**src/rtl/load_store_unit_if.sv**
```systemverilog
// Request, response and data-memory signals of the load/store unit.
// slave is the unit's view; master is the CPU-plus-memory side.
interface load_store_unit_if;
    logic        reqValid;
    logic        reqReady;
    logic        reqWrite;
    logic [1:0]  reqSize;
    logic        reqSigned;
    logic [31:0] reqAddr;
    logic [31:0] reqWData;
    logic        rspValid;
    logic [31:0] rspData;
    logic        rspError;
    logic [31:0] memAddr;
    logic        memRead;
    logic        memWrite;
    logic [31:0] memWriteData;
    logic [31:0] memReadData;

    modport slave (
        input  reqValid, reqWrite, reqSize, reqSigned, reqAddr, reqWData, memReadData,
        output reqReady, rspValid, rspData, rspError, memAddr, memRead, memWrite, memWriteData
    );

    modport master (
        output reqValid, reqWrite, reqSize, reqSigned, reqAddr, reqWData, memReadData,
        input  reqReady, rspValid, rspData, rspError, memAddr, memRead, memWrite, memWriteData
    );
endinterface

```
**src/rtl/load_store_unit.sv**
```systemverilog
// Byte-addressed little-endian load/store unit; sub-word stores read-modify-write the word.
// Latency: error 1, load/word store 2, sub-word store 3 cycles; one request in flight at a time.
module load_store_unit (
    input  logic             clk,
    input  logic             rst,
    load_store_unit_if.slave bus
);
    typedef enum logic [2:0] {IDLE, LOAD, STORE_RD, STORE_WR, RESP} state_t;

    state_t      state_q, state_d;
    logic        write_q;
    logic        signed_q;
    logic        err_q;
    logic [1:0]  size_q;
    logic [31:0] addr_q;
    logic [31:0] wdata_q;
    logic [31:0] rdata_q;
    logic [31:0] rsp_data_q;

    logic        accept;
    logic        req_err;
    logic [7:0]  byte_v;
    logic [15:0] half_v;
    logic [31:0] load_val;
    logic [31:0] merged;
    logic [31:0] word_addr;

    assign accept    = bus.reqValid && (state_q == IDLE);
    assign word_addr = {addr_q[31:2], 2'b00};

    always_comb begin
        req_err = 1'b0;
        case (bus.reqSize)
            2'b00:   req_err = 1'b0;
            2'b01:   req_err = bus.reqAddr[0];
            2'b10:   req_err = |bus.reqAddr[1:0];
            default: req_err = 1'b1;
        endcase
    end

    always_comb begin
        byte_v   = bus.memReadData[{addr_q[1:0], 3'b000} +: 8];
        half_v   = addr_q[1] ? bus.memReadData[31:16] : bus.memReadData[15:0];
        load_val = bus.memReadData;
        case (size_q)
            2'b00:   load_val = {{24{signed_q & byte_v[7]}}, byte_v};
            2'b01:   load_val = {{16{signed_q & half_v[15]}}, half_v};
            default: load_val = bus.memReadData;
        endcase
    end

    // Only the addressed lane of the previously read word is replaced.
    always_comb begin
        merged = rdata_q;
        case (size_q)
            2'b00: merged[{addr_q[1:0], 3'b000} +: 8] = wdata_q[7:0];
            2'b01: begin
                if (addr_q[1]) merged[31:16] = wdata_q[15:0];
                else           merged[15:0]  = wdata_q[15:0];
            end
            default: merged = wdata_q;
        endcase
    end

    always_ff @(posedge clk) begin
        if (rst) begin
            state_q    <= IDLE;
            write_q    <= 1'b0;
            signed_q   <= 1'b0;
            err_q      <= 1'b0;
            size_q     <= 2'b00;
            addr_q     <= '0;
            wdata_q    <= '0;
            rdata_q    <= '0;
            rsp_data_q <= '0;
        end else begin
            state_q <= state_d;
            if (accept) begin
                write_q    <= bus.reqWrite;
                signed_q   <= bus.reqSigned;
                err_q      <= req_err;
                size_q     <= bus.reqSize;
                addr_q     <= bus.reqAddr;
                wdata_q    <= bus.reqWData;
                rsp_data_q <= '0;
            end
            if (state_q == LOAD)     rsp_data_q <= load_val;
            if (state_q == STORE_RD) rdata_q    <= bus.memReadData;
        end
    end

    always_comb begin
        state_d          = state_q;
        bus.reqReady     = 1'b0;
        bus.rspValid     = 1'b0;
        bus.rspData      = '0;
        bus.rspError     = 1'b0;
        bus.memRead      = 1'b0;
        bus.memWrite     = 1'b0;
        bus.memAddr      = '0;
        bus.memWriteData = '0;
        case (state_q)
            IDLE: begin
                bus.reqReady = 1'b1;
                if (bus.reqValid) begin
                    if (req_err)                 state_d = RESP;
                    else if (!bus.reqWrite)      state_d = LOAD;
                    else if (bus.reqSize == 2'b10) state_d = STORE_WR;
                    else                         state_d = STORE_RD;
                end
            end
            LOAD, STORE_RD: begin
                bus.memRead = 1'b1;
                bus.memAddr = word_addr;
                state_d     = (state_q == LOAD) ? RESP : STORE_WR;
            end
            STORE_WR: begin
                bus.memWrite     = 1'b1;
                bus.memAddr      = word_addr;
                bus.memWriteData = merged;
                state_d          = RESP;
            end
            RESP: begin
                bus.rspValid = 1'b1;
                bus.rspData  = rsp_data_q;
                bus.rspError = err_q;
                state_d      = IDLE;
            end
            default: state_d = IDLE;
        endcase
    end

    // write_q is kept for visibility of the latched request; routing is decided at accept.
    logic unused_write;
    assign unused_write = write_q;
endmodule

```
**src/flat_wrapper.sv**
```systemverilog
// flat-port wrapper written by rule: the top's interface ports become plain ports
module load_store_unit_flat 
  (clk, rst, bus_reqValid, bus_reqWrite, bus_reqSize, bus_reqSigned, bus_reqAddr, bus_reqWData, bus_memReadData, bus_reqReady, bus_rspValid, bus_rspData, bus_rspError, bus_memAddr, bus_memRead, bus_memWrite, bus_memWriteData);
  load_store_unit_if bus_i ();
  input  logic clk;
  input  logic rst;
  input wire logic [$bits(bus_i.reqValid)-1:0] bus_reqValid;
  input wire logic [$bits(bus_i.reqWrite)-1:0] bus_reqWrite;
  input wire logic [$bits(bus_i.reqSize)-1:0] bus_reqSize;
  input wire logic [$bits(bus_i.reqSigned)-1:0] bus_reqSigned;
  input wire logic [$bits(bus_i.reqAddr)-1:0] bus_reqAddr;
  input wire logic [$bits(bus_i.reqWData)-1:0] bus_reqWData;
  input wire logic [$bits(bus_i.memReadData)-1:0] bus_memReadData;
  output wire logic [$bits(bus_i.reqReady)-1:0] bus_reqReady;
  output wire logic [$bits(bus_i.rspValid)-1:0] bus_rspValid;
  output wire logic [$bits(bus_i.rspData)-1:0] bus_rspData;
  output wire logic [$bits(bus_i.rspError)-1:0] bus_rspError;
  output wire logic [$bits(bus_i.memAddr)-1:0] bus_memAddr;
  output wire logic [$bits(bus_i.memRead)-1:0] bus_memRead;
  output wire logic [$bits(bus_i.memWrite)-1:0] bus_memWrite;
  output wire logic [$bits(bus_i.memWriteData)-1:0] bus_memWriteData;
  assign bus_i.reqValid = bus_reqValid;
  assign bus_i.reqWrite = bus_reqWrite;
  assign bus_i.reqSize = bus_reqSize;
  assign bus_i.reqSigned = bus_reqSigned;
  assign bus_i.reqAddr = bus_reqAddr;
  assign bus_i.reqWData = bus_reqWData;
  assign bus_i.memReadData = bus_memReadData;
  assign bus_reqReady = bus_i.reqReady;
  assign bus_rspValid = bus_i.rspValid;
  assign bus_rspData = bus_i.rspData;
  assign bus_rspError = bus_i.rspError;
  assign bus_memAddr = bus_i.memAddr;
  assign bus_memRead = bus_i.memRead;
  assign bus_memWrite = bus_i.memWrite;
  assign bus_memWriteData = bus_i.memWriteData;
  load_store_unit u_core (.clk(clk), .rst(rst), .bus(bus_i));
endmodule
```
**config.mk**
```make
export PLATFORM = sky130hd
export DESIGN_NAME = load_store_unit_flat
export DESIGN_NICKNAME = d
export VERILOG_FILES = /design/src/rtl/load_store_unit_if.sv /design/src/rtl/load_store_unit.sv /design/src/flat_wrapper.sv
export SDC_FILE = /design/constraint.sdc
export NUM_CORES = 1
export LEC_CHECK = 0
export ABC_AREA = 1
export ABC_CLOCK_PERIOD_IN_PS = 2700
export CORE_AREA = 2 2 125 127
export CTS_CLUSTER_DIAMETER = 60
export DETAILED_ROUTE_END_ITERATION = 12
export DIE_AREA = 0 0 127 129
export PLACE_DENSITY_LB_ADDON = 0.3
export SLEW_MARGIN = 25
export SYNTH_ARGS = -nofsm -noshare
export SYNTH_HDL_FRONTEND = slang
export SYNTH_SLANG_ARGS = --single-unit
```
**constraint.sdc**
```tcl
create_clock -name clk -period 2.7 [get_ports clk]
set_input_delay 0.27 -clock clk [delete_from_list [all_inputs] [get_ports clk]]
set_output_delay 0.27 -clock clk [all_outputs]
set_load 0.05 [all_outputs]
```
==> qor_table.md <==
| Metric | Value | Unit |
| --- | --- | --- |
| Number of H-tree branching levels | 4 | - |
| GRT overflow | 0 | - |
| Starting utilization of the core area | 47.4 | % |
| Drt initial violations | 798 | - |
| TritonCTS clock tree | done | - |
| Worst Skew | 0.00640 | ns |
| Area growth syn-to-layout | 43.8 | % |
| Post-synthesis compound-gate area fraction | 26.6 | % |
| Relative slew margins | 46.2 | % |
| Data arrival time of the critical path | 2.33 | ns |
| Destination of the worst register-to-register timing path | u_core.rsp_data_q[2] | - |
| Cell breakdown of the critical path | inv_4, ha_1, inv_1, nor2_2, nand2_2, o22ai_1, nand2_1, a31oi_2, buf_12 | - |
| FF+latch count, synth | 135 | - |
| DRC violation count after routing | 0 | - |
| Adder-cell share of the synthesized area | 0.881 | % |
| Gp weighted congestion | 0.979 | - |
| Final HPWL DP | 17000 | um |
| Most instantiated library cell after synthesis | sky130_fd_sc_hd__nor2_1 | - |
| Category of the worst setup path launch point | register | - |
| Antenna diode instance count | 0 | - |
| Critical Path RT | 2.43 | ns |
| Post-layout nets | 1352 | - |
| Share of post-route cells with drive strength above 1 | 18.0 | % |
| Predominant post-synthesis flop cell | sky130_fd_sc_hd__dfxtp_1 | - |
| Mapped Area | 7100 | um^2 |
| Average wire per cell in the routed design | 16.1 | um |
| Number of global-route vias before repair | 7343 | - |
| Number of detailed-routing iterations run before antenna repair | 6 | - |
| Parity-gate share of the synthesized area counting xor and xnor cells | 0 | % |
| Die H | 129 | um |
| Maximum cell stage delay along the critical path | 0.39 | ns |
| Register area share after synthesis | 38.1 | % |
| Total I/O pin count | 204 | - |
| Remaining antenna violation count after routing | 0 | - |
| R2R depth | 7 | - |
| Leading cell types by count after synthesis | 178 x sky130_fd_sc_hd__nor2_1, 175 x sky130_fd_sc_hd__nand2_1, 135 x sky130_fd_sc_hd__dfxtp_1 | - |
| Vias | 7863 | - |
| Peak supply drop | 0.561 | mV |
| Critical path start-end classification | reg -> out | - |
| Hold Startpoint | bus_reqWData[14] | - |
| Dominant cell type by area after synthesis | sky130_fd_sc_hd__dfxtp_1 | - |
| Result of the run | complete, no violations | - |
| Power density cells | 584 | nW/um^2 |
| Buffers and inverters on the worst path | 3 | - |
| Post-synthesis mux area share | 0 | % |
| Post-synthesis async set-or-reset flop share | 0 | % |
| Share of the cycle needed by the critical path after routing | 96.2 | % |
| Post-synth cell types | 38 | - |
| Number of antenna violations at the first check in global routing | 0 | - |
| Total global-route track usage | 28.1 | % |
| Maximum buffer depth of the clock tree | 2 | - |
| Average cell area after synthesis | 6.57 | um^2 |
| # clock sinks | 135 | - |
| Post-DP Area | 9530 | um^2 |
| Max Clock Freq | 385 | MHz |
| Largest net degree at the start of global routing | 61 | - |
| Cell area after layout | 10200 | um^2 |
| Total leakage power | 0.00391 | uW |
| CP Launch Point | u_core.addr_q[1] | - |
| Final Setup Violations | 0 | - |
| Num rows | 45 | - |
| Core Region | 15000 | um^2 |
| Critical Path Sink Type | output pin | - |
| Area share of the leading cell type in the synthesized netlist | 38.1 | % |
| Yosys warnings | 0 | - |
| Clock insertion delay at the later pin of the skew report | 0.43 | ns |
| Kind of cell adding the most delay to the critical path | simple AND/OR/NAND/NOR gates | - |
| Hold Path Sink | u_core.wdata_q[14] | - |
| CP max FO | 19 | - |
| I/O Buffers | 201 | - |
| Number of buffers created by CTS | 17 | - |
| Post-layout min period | 2.60 | ns |
| Max-slew violation count | 0 | - |
| Post-CTS setup buffers | 0 | - |
| Combinational family with the most area after synthesis | compound AO/OA/AOI/OAI gates | - |
| Wire length reported by the detailed router | 23300 | um |
| Setup slack of the most critical reg-to-reg path | 0.67 | ns |
| Worst-path clk slew | 0.06 | ns |
| Fin. Hold Viols | 0 | - |
| Share of synthesized cell area in and, or, nand and nor gates | 22.9 | % |
| Cell Count, Final, Fillers Out | 1445 | - |
| Max_cap viols | 0 | - |
| Number of instances in the synthesized netlist | 1081 | - |
| Class of the worst hold path | in -> reg | - |
| Wire length of the first global-routing pass | 36700 | um |
| Root buf cell | sky130_fd_sc_hd__clkbuf_16 | - |
| Startpoint of the lowest-slack register-to-register path | u_core.size_q[1] | - |
| Via density per instance | 5.44 | - |
| Slew @ Worst Pin | 0.805 | ns |
| Width of the die | 127 | um |
| Area of the die | 16400 | um^2 |
| Number of enable-type register cells in the synthesized netlist | 0 | - |
| Cell depth of the worst hold path | 3 | - |
| DP Cell Count | 1413 | - |
| Largest cells by area after synthesis | sky130_fd_sc_hd__dfxtp_1 38%, sky130_fd_sc_hd__nor2_1 9.4%, sky130_fd_sc_hd__nand2_1 9.3% | - |
| Library cell contributing the largest single delay on the critical path | sky130_fd_sc_hd__dfxtp_2 | - |
| Number of hold buffers added after cts | 0 | - |
[final cells by class]
| class | instances | area, um^2 |
|---|---|---|
| clock inverter | 14 | 199 |
| timing repair buffer | 218 | 2360 |
| multi-input combinational | 746 | 3800 |
| inverter | 126 | 483 |
| clock buffer | 18 | 429 |
| tap | 188 | 235 |
| fill | 1271 | 4770 |
| sequential | 135 | 2700 |
[per-stage QoR]
| stage | setup TNS, ns | hold slack, ns | total power, uW | utilization [%] | setup WS [ns] |
|---|---|---|---|---|---|
| after floorplan | -0.111 | 0.405 | 3070 | - | -0.111 |
| after global placement | 0 | 0.437 | 3460 | 63.7 | 0.452 |
| after detailed placement | 0 | 0.443 | 3480 | 63.7 | 0.387 |
| after CTS | 0 | 0.418 | 5940 | 68.0 | 0.00743 |
| after global routing | -0.00319 | 0.458 | 6200 | 68.2 | -0.00319 |
| final | 0 | 0.428 | 5960 | 68.2 | 0.101 |
[worst max-delay path by stage]
stage                            to  slack, ns  depth (start not counted)
2_1_floorplan   bus_memWriteData[2]      -0.11                         10
3_3_place_gp   bus_memWriteData[26]       0.45                          7
3_5_place_dp   bus_memWriteData[15]       0.39                          9
4_1_cts        bus_memWriteData[31]      0.007                          8
5_1_grt        bus_memWriteData[11]     -0.003                          9
6_report       bus_memWriteData[15]       0.10                          9
[worst reg2reg max path, delay by kind of cell, from the launching register on]
family	cells	cell delay [ns]
AOI/OAI and AO/OA	2	0.45
and+or+nand+nor	3	0.53
DFF	1	0.40
buffers and inverters	2	0.59
[logic make-up (layout without fill, tap and decap cells)]
group / count (synthesis) / count (layout)
AND/OR/NAND/NOR: 399 / 399
buffers and inverters: 201 / 376
flip-flops: 135 / 135
other: 1 / 2
AO/OA/AOI/OAI: 340 / 340
adder cells (fa/ha/maj): 5 / 5
[placed cells by master (no fill, tap or decap), drive strengths merged, types with 2 or more instances in the layout]
cell	instances
o211ai	8
clkbuf	18
nand3	21
ha	5
clkdlybuf4s50	104
buf	114
dfxtp	135
nor2	181
o21ai	123
nand2	188
inv	128
or2	8
clkinvlp	4
a221oi	3
clkinv	4
o22ai	24
a211oi	5
o21a	7
a22oi	7
a31oi	17
a21oi	141
conb	2
o221ai	5
bufinv	4
[metal layers]
| metal | part of all wire (%) | track usage, % | routed length, um | up-vias |
|---|---|---|---|---|
| met1 | 42 | 35.7 | 9750 | 3580 |
| met3 | 9.2 | 7.98 | 2140 | 40 |
| met2 | 47 | 46.8 | 11000 | 391 |
| met4 | 1.5 | 8.21 | 351 | 0 |
| li1 | - | - | - | 3852 |
| met5 | 0 | 0 | 0 | - |
[where the power goes]
group	leakage, uW	total, uW	internal (uW)	switching, uW
clock network	0.000294	2480	1550	924
logic	0.00251	1230	426	806
registers	0.00111	2250	2150	104
total	0.00391	5960	4130	1830
[flip-flops by register name (all words and copies together) (netlist names)]
name / flops
u_core.addr_q: 32
u_core.err_q: 1
u_core.rdata_q: 32
u_core.rsp_data_q: 32
u_core.signed_q: 1
u_core.size_q: 2
u_core.state_q: 3
u_core.wdata_q: 32
[what timing repair did]
item | in CTS | in global routing
endpoints found under the setup margin | 12 | 28
resized for setup | 5 | 9
hold endpoints to repair | 0 | 0
Note: power is estimated with default switching activity, not from simulation.
==> RTL edit, RTL diff (same flow settings) <==
Make the reset (`rst`) asynchronous in one clocked block.
--- a/src/rtl/load_store_unit.sv
+++ b/src/rtl/load_store_unit.sv
@@ -62,7 +62,7 @@
         endcase
     end
 
-    always_ff @(posedge clk) begin
+    always_ff @(posedge clk or posedge rst) begin
         if (rst) begin
             state_q    <= IDLE;
             write_q    <= 1'b0;
Behaviour: differs if rst is asserted again (counterexample within 4 cycles, from zero or initial values and one cycle with rst high); with rst held inactive, the same outputs for 10 cycles.
==> RTL edit against the unedited design <==
Register-to-register slack lost 0.34 ns; design area grew 5.2%; count of clock-buffer cells in the layout grew 9; routed wire length shrank 0.80%; sequential cell count is the same; worst setup slack gained 0.0079 ns; synthesized cell count is essentially flat; critical path depth is the same; synthesized area grew 5.8%; core utilization grew 3.5 points; non-clock buffer count grew 5.
Power is not compared: it rests on default switching activity, and its combinational part moved more than twofold at a synthesized area within 25%.
==> RTL edit: results (changes against the unedited design) <==
- Met3 Usage GRT: 6.69% (-1.3 points)
* DR WL met3: 2.06 mm (-3.8%)
- In this run the critical register-to-register path is captured at u_core.rsp_data_q[1].
- After synthesis, the cell types taking the most area are sky130_fd_sc_hd__dfrtp_1, sky130_fd_sc_hd__nand2_1, sky130_fd_sc_hd__o21ai_0.
- The mean number of vias per cell is 5.31 (-2.3%).
- Status: finished, final reports clean
- Min-delay worst type: input pin to async pin
* Global routing met2 resource utilization: 45.7% (-1.1 points)
- Cells after synthesis: 1,082 (+0.093%)
* Most frequent cells after synthesis: sky130_fd_sc_hd__nand2_1, sky130_fd_sc_hd__o21ai_0, sky130_fd_sc_hd__inv_1, sky130_fd_sc_hd__nor2_1, sky130_fd_sc_hd__dfrtp_1
- The number of distinct library cells after synthesis came to 27 (-29%).
- The via total after detailed routing came to 7,781 (-1.0%).
- Final estimated routing congestion in global placement: 0.945 (-3.5%)
* Count of cells resized by post-cts repair: 0 (-5)
* Wire length of the first global-routing pass: 36.0 mm (-1.9%)
- The global router's overall resource usage is 27.9% (-0.15 points).
- Half-perimeter wire length after detailed placement: 16.4 mm (-3.0%)
- The most used flip-flop cell after synthesis is sky130_fd_sc_hd__dfrtp_1.
- The initial antenna violation count came to 0 (unchanged).
- Met1 demand-to-capacity share in global routing: 36.1% (+0.40 points)
- The setup skew after layout was 0.00563 ns (-0.000770 ns).
* Nets@finish: 1,373 (+1.6%)
* Routed wl met2: 11.1 mm (+0.53%)
- The maximum fanout encountered on the critical timing path was 14 (-5).
* Largest net degree at the start of global routing: 119 (+95%)
* Post-synth ARST share: 100% (+100 points)
* Startpoint of the worst-slack reg-to-reg timing path: u_core.state_q[2]
- Setup slack on the worst flop-to-flop path: 0.33 ns (-0.34 ns)
- Slowest library cell on the worst path: sky130_fd_sc_hd__dfrtp_1
- Fraction of final layout cells with drive strength greater than 1: 13.9% (-4.0 points)
- The mean routed wirelength per cell is 15.8 µm (-2.1%).
* Sequential area share after synthesis: 45.0% (+6.9 points)
* Initial DRT Pass Iterations: 5 (-1)
## RTL edit: worst max-delay path by stage
stage | cells after the start | startpoint | endpoint | slack, ns
after detailed placement | 5 | u_core.state_q[0] | bus_memAddr[3] | 0.33
after global routing | 9 | u_core.addr_q[1] | bus_memWriteData[21] | 0.006
after global placement | 4 | u_core.state_q[2] | bus_memAddr[2] | 0.41
after floorplan | 6 | u_core.state_q[0] | bus_rspData[10] | 0.04
final | 9 | u_core.addr_q[1] | bus_memWriteData[21] | 0.11
after CTS | 5 | u_core.state_q[0] | bus_memAddr[3] | -0.13
## RTL edit: area by class of cell
type	count	area, µm²
fillers	1198	4240
multi-input cells	743	3450
flip-flops and latches	135	3380
repair buffers	223	2580
inverters	144	554
clock buffers	27	523
well taps	188	235
clock inverters	3	15.0
repair inverters	1	7.51
## RTL edit: stage by stage
| stage | util, % | setup WS, ns | hold WS [ns] | area, µm² | TNS, ns |
|---|---|---|---|---|---|
| after global placement | 67.0 | 0.406 | 0.456 | 10000 | 0 |
| after CTS | 70.6 | -0.130 | 0.222 | 10600 | -3.28 |
| after floorplan | - | 0.0416 | 0.387 | 7650 | 0 |
| after detailed placement | 67.0 | 0.331 | 0.458 | 10000 | 0 |
| after global routing | 71.7 | 0.00609 | 0.259 | 10700 | 0 |
| final | 71.7 | 0.109 | 0.212 | 10700 | 0 |
## RTL edit: cell families (layout without fill, tap and decap cells)
logic type | after synthesis | in the layout | share of synthesized area, %
compound gates | 218 | 218 | 15.0
fa+ha+maj | 5 | 5 | 0.833
buf+inv | 205 | 398 | 11.6
flops | 135 | 135 | 45.0
other cells | 1 | 2 | 0.0499
simple gates | 518 | 518 | 27.5
